--- src/rtl/sub_pipe.sv ---
// sub_pipe: pipelined ripple-borrow subtractor, one CHUNK-bit slice per stage.
// Borrow is registered between slices; flags are formed at the last slice.
module sub_pipe #(
  parameter int WIDTH = 16,
  parameter int CHUNK = 4
) (
  input  logic             clk,
  input  logic             rst_n,
  input  logic             in_valid,
  output logic             in_ready,
  input  logic [WIDTH-1:0] in_a,
  input  logic [WIDTH-1:0] in_b,
  input  logic             in_bin,
  input  logic             in_enable,
  output logic             out_valid,
  input  logic             out_ready,
  output logic [WIDTH-1:0] out_res,
  output logic             out_bout,
  output logic             out_zero,
  output logic             out_neg,
  output logic             out_ovf
);

  localparam int STAGES = WIDTH / CHUNK;
  localparam int PR     = (STAGES > 1) ? STAGES - 1 : 1;
  localparam int MSB    = WIDTH - 1;

  logic             r_vld [PR];
  logic             r_en  [PR];
  logic             r_brw [PR];
  logic [WIDTH-1:0] r_a   [PR];
  logic [WIDTH-1:0] r_b   [PR];
  logic [WIDTH-1:0] r_res [PR];

  logic             r_out_vld;
  logic [WIDTH-1:0] r_out_res;
  logic             r_out_bout;
  logic             r_out_zero;
  logic             r_out_neg;
  logic             r_out_ovf;

  logic             w_vld [STAGES];
  logic             w_en  [STAGES];
  logic             w_bi  [STAGES];
  logic             w_bo  [STAGES];
  logic [WIDTH-1:0] w_a   [STAGES];
  logic [WIDTH-1:0] w_b   [STAGES];
  logic [WIDTH-1:0] w_ri  [STAGES];
  logic [WIDTH-1:0] w_ro  [STAGES];

  logic             w_stall;
  logic [WIDTH-1:0] w_r;
  logic             w_ovf;

  // Ripple one slice; returns {borrow_out, partial result}.
  function automatic logic [WIDTH:0] f_slice(
    input logic [WIDTH-1:0] a,
    input logic [WIDTH-1:0] b,
    input logic [WIDTH-1:0] r,
    input logic             bi,
    input int               k
  );
    logic [WIDTH-1:0] d;
    logic             bw;
    int               i;
    d  = r;
    bw = bi;
    for (int j = 0; j < CHUNK; j++) begin
      i    = k * CHUNK + j;
      d[i] = a[i] ^ b[i] ^ bw;
      bw   = (~a[i] & b[i]) | (~(a[i] ^ b[i]) & bw);
    end
    return {bw, d};
  endfunction

  for (genvar k = 0; k < STAGES; k++) begin : g_st
    if (k == 0) begin : g_head
      assign w_vld[k] = in_valid;
      assign w_en[k]  = in_enable;
      assign w_a[k]   = in_a;
      assign w_b[k]   = in_b;
      assign w_ri[k]  = '0;
      assign w_bi[k]  = in_bin;
    end else begin : g_body
      assign w_vld[k] = r_vld[k-1];
      assign w_en[k]  = r_en[k-1];
      assign w_a[k]   = r_a[k-1];
      assign w_b[k]   = r_b[k-1];
      assign w_ri[k]  = r_res[k-1];
      assign w_bi[k]  = r_brw[k-1];
    end
    assign {w_bo[k], w_ro[k]} =
      f_slice(w_a[k], w_b[k], w_ri[k], w_bi[k], k);
  end

  assign w_r   = w_ro[STAGES-1];
  assign w_ovf = (w_a[STAGES-1][MSB] != w_b[STAGES-1][MSB]) &
                 (w_r[MSB] != w_a[STAGES-1][MSB]);

  // Whole pipe freezes together when the output is blocked.
  assign w_stall  = r_out_vld & ~out_ready;
  assign in_ready = ~w_stall;

  always_ff @(posedge clk) begin
    if (!rst_n) begin
      for (int k = 0; k < PR; k++) begin
        r_vld[k] <= 1'b0;
        r_en[k]  <= 1'b0;
        r_brw[k] <= 1'b0;
        r_a[k]   <= '0;
        r_b[k]   <= '0;
        r_res[k] <= '0;
      end
      r_out_vld  <= 1'b0;
      r_out_res  <= '0;
      r_out_bout <= 1'b0;
      r_out_zero <= 1'b0;
      r_out_neg  <= 1'b0;
      r_out_ovf  <= 1'b0;
    end else if (!w_stall) begin
      for (int k = 0; k < STAGES - 1; k++) begin
        r_vld[k] <= w_vld[k];
        r_en[k]  <= w_en[k];
        r_brw[k] <= w_bo[k];
        r_a[k]   <= w_a[k];
        r_b[k]   <= w_b[k];
        r_res[k] <= w_ro[k];
      end
      r_out_vld <= w_vld[STAGES-1];
      // Bubbles leave the result and flags untouched.
      if (w_vld[STAGES-1]) begin
        if (w_en[STAGES-1]) begin
          r_out_res  <= w_r;
          r_out_bout <= w_bo[STAGES-1];
          r_out_zero <= (w_r == '0);
          r_out_neg  <= w_r[MSB];
          r_out_ovf  <= w_ovf;
        end else begin
          r_out_res  <= '0;
          r_out_bout <= 1'b0;
          r_out_zero <= 1'b1;
          r_out_neg  <= 1'b0;
          r_out_ovf  <= 1'b0;
        end
      end
    end
  end

  assign out_valid = r_out_vld;
  assign out_res   = r_out_res;
  assign out_bout  = r_out_bout;
  assign out_zero  = r_out_zero;
  assign out_neg   = r_out_neg;
  assign out_ovf   = r_out_ovf;

endmodule

--- config.mk ---
export PLATFORM = sky130hd
export DESIGN_NAME = sub_pipe
export DESIGN_NICKNAME = d
export VERILOG_FILES = /design/src/rtl/sub_pipe.sv
export SDC_FILE = /design/constraint.sdc
export NUM_CORES = 1
export LEC_CHECK = 0
export BUFFER_PORTS_ARGS = -buffer_cell sky130_fd_sc_hd__buf_4
export CAP_MARGIN = 20
export CORE_ASPECT_RATIO = 0.5
export CORE_MARGIN = 2
export CORE_UTILIZATION = 42
export CTS_CLUSTER_DIAMETER = 200
export DETAILED_ROUTE_END_ITERATION = 8
export PLACE_DENSITY = 0.64
export SYNTH_ARGS = -nofsm -noshare
export SYNTH_HDL_FRONTEND = slang
export SYNTH_SLANG_ARGS = --single-unit
--- constraint.sdc ---
create_clock -name clk -period 8.1 [get_ports clk]
set_input_delay 0 -clock clk [delete_from_list [all_inputs] [get_ports clk]]
set_output_delay 0 -clock clk [all_outputs]
set_load 0.03 [all_outputs]
==> results by group <==
Outcome
  – Run status: finished, final reports clean

Placement
  – Half-perimeter wire length after detailed placement: 4.740 mm
  – Gpl congestion: 0.8103
  – Count of port buffers added during placement: 59
  – Placed Instances: 496

Pwr
  – Clock share of power: 35.0%
  – PwrDens: 205.5 nW/um2
  – Power Internal: 858.1 uW
  – Switching share of power: 21.81%
  – Portion of total power attributed to combinational logic: 9.2%
  – LEAKAGE: 2.364 nW
  – NetSw: 239.4 uW
  – Share of power burned in registers: 55.8%
  – VDD IR-drop max: 0.1145 mV

Global route
  – Global router's overall resource usage: 14.00%
  – Residual overflow from global routing: 0
  – Wire length of the first global-routing pass: 12.22 mm
  – Number of global-route vias before repair: 2574
  – Maximum number of pins on one net before global-route repair: 95
  – Antenna violations before repair: 0

Drt
  – Via count of the routed design: 2586
  – Avg Vias per Cell: 4.807
  – Routed wire length: 7.489 mm
  – Per-cell routed wire length: 13.92 um
  – Detailed-routing iteration count for the pre-antenna-repair pass: 4
  – DR DRC count: 0
  – Violation count after the first detailed-routing iteration: 199
  – Remaining antenna violation count: 0

Hold path
  – Worst hold path type: in -> reg
  – Hold endpoint: out_zero$_SDFFE_PN0P_
  – Number of cells on the worst hold path: 4
  – Beginning of the worst hold path: out_ready

Job
  – Maximum capacitance violations: 0

Timing
  – Post-Route Skew: 6.010 ps
  – Final setup TNS: 0 ps
  – Achievable Freq: 334.2 MHz
  – Worst slew pin tran: 1010 ps
  – Post-route worst hold slack: 89.23 ps
  – Portion of the clock cycle consumed by the worst path in the final layout: 36.94%
  – Hold Fails Final Rpt: 0
  – Max-Slew Margin vs Limit: 32.65%
  – Unrepaired setup endpoints after global routing: false
  – Shortest clock period the worst path allows after layout: 2992 ps
  – Final setup violation count: 0
  – Max-slew violation count: 0

Clock network
  – TritonCTS clock tree: done
  – Clock Latency Late Sink: 340 ps
  – Num CTS Buffers: 9
  – Count of clock tree sinks: 101
  – Number of buffers inserted to repair setup after CTS: 0
  – Clock edge transition at the registers on the reported setup and hold paths: 70 ps
  – Library cell used as clock root buffer: sky130_fd_sc_hd__clkbuf_16
  – Number of levels the H-tree was split into: 3
  – Resized cells post-CTS: 0
  – Max Buffers Root-to-Sink: 2

Logic synthesis
  – Net count after synthesis: 381
  – Seq/Total Area, Yosys: 64.80%
  – Netlist area before placement: 4372 um2
  – Cells after synthesis: 326
  – Post-synth cell types: 29
  – Post-synthesis register bit count: 101
  – Mean Syn Cell Area: 13.41 um2
  – Warnings from Yosys: 0

Floorplanning
  – Standard cell core area: 10180 um2
  – Number of top-level pins: 60
  – Die Y: 76.14 um
  – Number of placement rows: 26
  – Full die area: 11290 um2
  – Starting Density: 42.93%
  – Die width: 148.3 um

Final layout
  – Layout filler cell count: 884
  – Layout Area Growth over Synthesis: 22.15%
  – Diode count: 0
  – Fraction of layout cells with a size suffix above 1: 20.10%
  – Final Instance Count excl. Fillers: 538
  – Commonest cells after routing, fill and taps aside: 81 x sky130_fd_sc_hd__edfxtp_1, 72 x sky130_fd_sc_hd__and3_1, 59 x sky130_fd_sc_hd__buf_4
  – Most frequent standard cell in the layout excluding fill and tap cells: sky130_fd_sc_hd__edfxtp_1
  – Final layout net count: 448

Critical path
  – Reg-to-reg slack, setup: 5110 ps
  – Critical path startpoint category: flop
  – Worst setup path category: reg -> reg
  – CP Data Required Time: 8330 ps
  – Number of cells traversed by the worst register-to-register path: 8
  – Signal arrival time at the worst endpoint: 3230 ps
  – CP Capture Type: flop
  – Critical register-to-register path startpoint: r_brw[0][2]$_SDFFCE_PN0P_
  – RR Endpoint: out_zero$_SDFFE_PN0P_
  – CP max FO: 3
==> cell usage after synthesis <==
| cell | instances | area, um2 |
|---|---|---|
| sky130_fd_sc_hd__buf_2 | 7 | 35.03 |
| sky130_fd_sc_hd__clkbuf_2 | 2 | 10.01 |
| sky130_fd_sc_hd__nor2b_4 | 1 | 13.76 |
| sky130_fd_sc_hd__a21oi_1 | 20 | 100.1 |
| sky130_fd_sc_hd__inv_4 | 1 | 6.260 |
| sky130_fd_sc_hd__o21ai_0 | 18 | 90.09 |
| sky130_fd_sc_hd__nor4_1 | 1 | 6.260 |
| sky130_fd_sc_hd__nor2_1 | 9 | 33.78 |
| sky130_fd_sc_hd__nor2_2 | 1 | 6.260 |
| sky130_fd_sc_hd__clkbuf_1 | 12 | 45.04 |
| sky130_fd_sc_hd__a311oi_1 | 1 | 8.760 |
| sky130_fd_sc_hd__edfxtp_1 | 81 | 2432 |
| sky130_fd_sc_hd__and3_1 | 72 | 450.4 |
| sky130_fd_sc_hd__nand2_4 | 1 | 11.26 |
| sky130_fd_sc_hd__fa_1 | 16 | 320.3 |
| sky130_fd_sc_hd__nor4b_2 | 1 | 15.01 |
| sky130_fd_sc_hd__buf_4 | 1 | 7.510 |
| sky130_fd_sc_hd__dfxtp_1 | 20 | 400.4 |
| sky130_fd_sc_hd__buf_12 | 1 | 20.02 |
| sky130_fd_sc_hd__nand4_1 | 15 | 93.84 |
| sky130_fd_sc_hd__nand2_1 | 1 | 3.750 |
| sky130_fd_sc_hd__inv_1 | 29 | 108.9 |
| sky130_fd_sc_hd__nor2b_1 | 1 | 6.260 |
| sky130_fd_sc_hd__nor4bb_1 | 1 | 10.01 |
| sky130_fd_sc_hd__nor4_2 | 1 | 12.51 |
| sky130_fd_sc_hd__buf_6 | 6 | 67.56 |
| sky130_fd_sc_hd__ha_1 | 1 | 12.51 |
| sky130_fd_sc_hd__xor2_1 | 1 | 8.760 |
| sky130_fd_sc_hd__nand4b_1 | 4 | 35.03 |
==> worst max-delay path by stage <==
stage	startpoint	slack (ps)	end	depth (start not counted)
after floorplan	out_valid$_SDFFE_PN0N_	5040	r_a[0][10]$_SDFFCE_PN0P_	3
after global placement	r_brw[0][2]$_SDFFCE_PN0P_	5320	out_zero$_SDFFE_PN0P_	8
after detailed placement	r_brw[0][2]$_SDFFCE_PN0P_	5140	out_zero$_SDFFE_PN0P_	8
after CTS	r_brw[0][2]$_SDFFCE_PN0P_	5100	out_zero$_SDFFE_PN0P_	8
after global routing	r_brw[0][2]$_SDFFCE_PN0P_	4920	out_zero$_SDFFE_PN0P_	8
final	r_brw[0][2]$_SDFFCE_PN0P_	5110	out_zero$_SDFFE_PN0P_	8
==> area by class of cell <==
| class | count | area (um2) | area share (%) |
|---|---|---|---|
| timing repair buffer | 85 | 703.2 | 13.17 |
| multi-input combinational | 166 | 1246 | 23.34 |
| sequential | 101 | 2833 | 53.05 |
| tap | 140 | 175.2 | 3.280 |
| clock inverter | 6 | 38.79 | 0.7263 |
| inverter | 30 | 115.1 | 2.156 |
| clock buffer | 10 | 229.0 | 4.288 |
==> kinds of logic after synthesis <==
group / count (synthesis) / share of synthesized area (%)
AO/OA/AOI/OAI: 39 / 4.551
adder cells (fa/ha/maj): 17 / 7.613
buffers and inverters: 59 / 6.869
XOR/XNOR: 1 / 0.2004
flip-flops: 101 / 64.80
AND/OR/NAND/NOR: 109 / 15.97
==> per-stage QoR <==
step	area, um2	power (mW)	worst slack, ps	util [%]
final	5340	1.098	5108	52.45
after global routing	5340	1.147	4922	52.45
after CTS	5340	1.110	5101	52.45
after detailed placement	4812	0.7150	5135	47.26
after global placement	4812	0.7101	5317	47.26
after floorplan	4372	0.6804	5039	-
==> critical path, stage by stage, from the launching register on <==
cell,delay [ps]
sky130_fd_sc_hd__edfxtp_1,420
sky130_fd_sc_hd__fa_1,440
sky130_fd_sc_hd__fa_1,440
sky130_fd_sc_hd__fa_1,400
sky130_fd_sc_hd__inv_1,90
sky130_fd_sc_hd__fa_1,480
sky130_fd_sc_hd__nor4_1,190
sky130_fd_sc_hd__nand4_1,110
sky130_fd_sc_hd__a311oi_1,310
==> registers in the layout, summed over array words and instances, names as in the netlist <==
register	count
out_ovf	1
out_valid	1
out_bout	1
r_a	24
r_en	3
r_res	24
r_brw	3
out_zero	1
r_b	24
r_vld	3
out_res	16
==> timing repair <==
action,in CTS,in global routing
setup endpoints to repair,0,0
hold endpoints to repair,26,0
hold buffers,26,0
==> per-layer routing <==
layer	global-route usage (%)	wire length (um)
met1	19.09	3539
met2	20.60	3438
met3	4.731	334
met4	5.905	176
met5	0	0
==> power groups by stage <==
stage               Clock (mW)  Combinational [mW]  Sequential (mW)
CTS                      0.395               0.102            0.613
detailed placement           0              0.0909            0.624
finish                   0.384               0.101            0.613
global route             0.416               0.116            0.615
global placement             0              0.0874            0.623
floorplan                    0              0.0637            0.617
No activity file was read; power rests on OpenSTA's default activity.
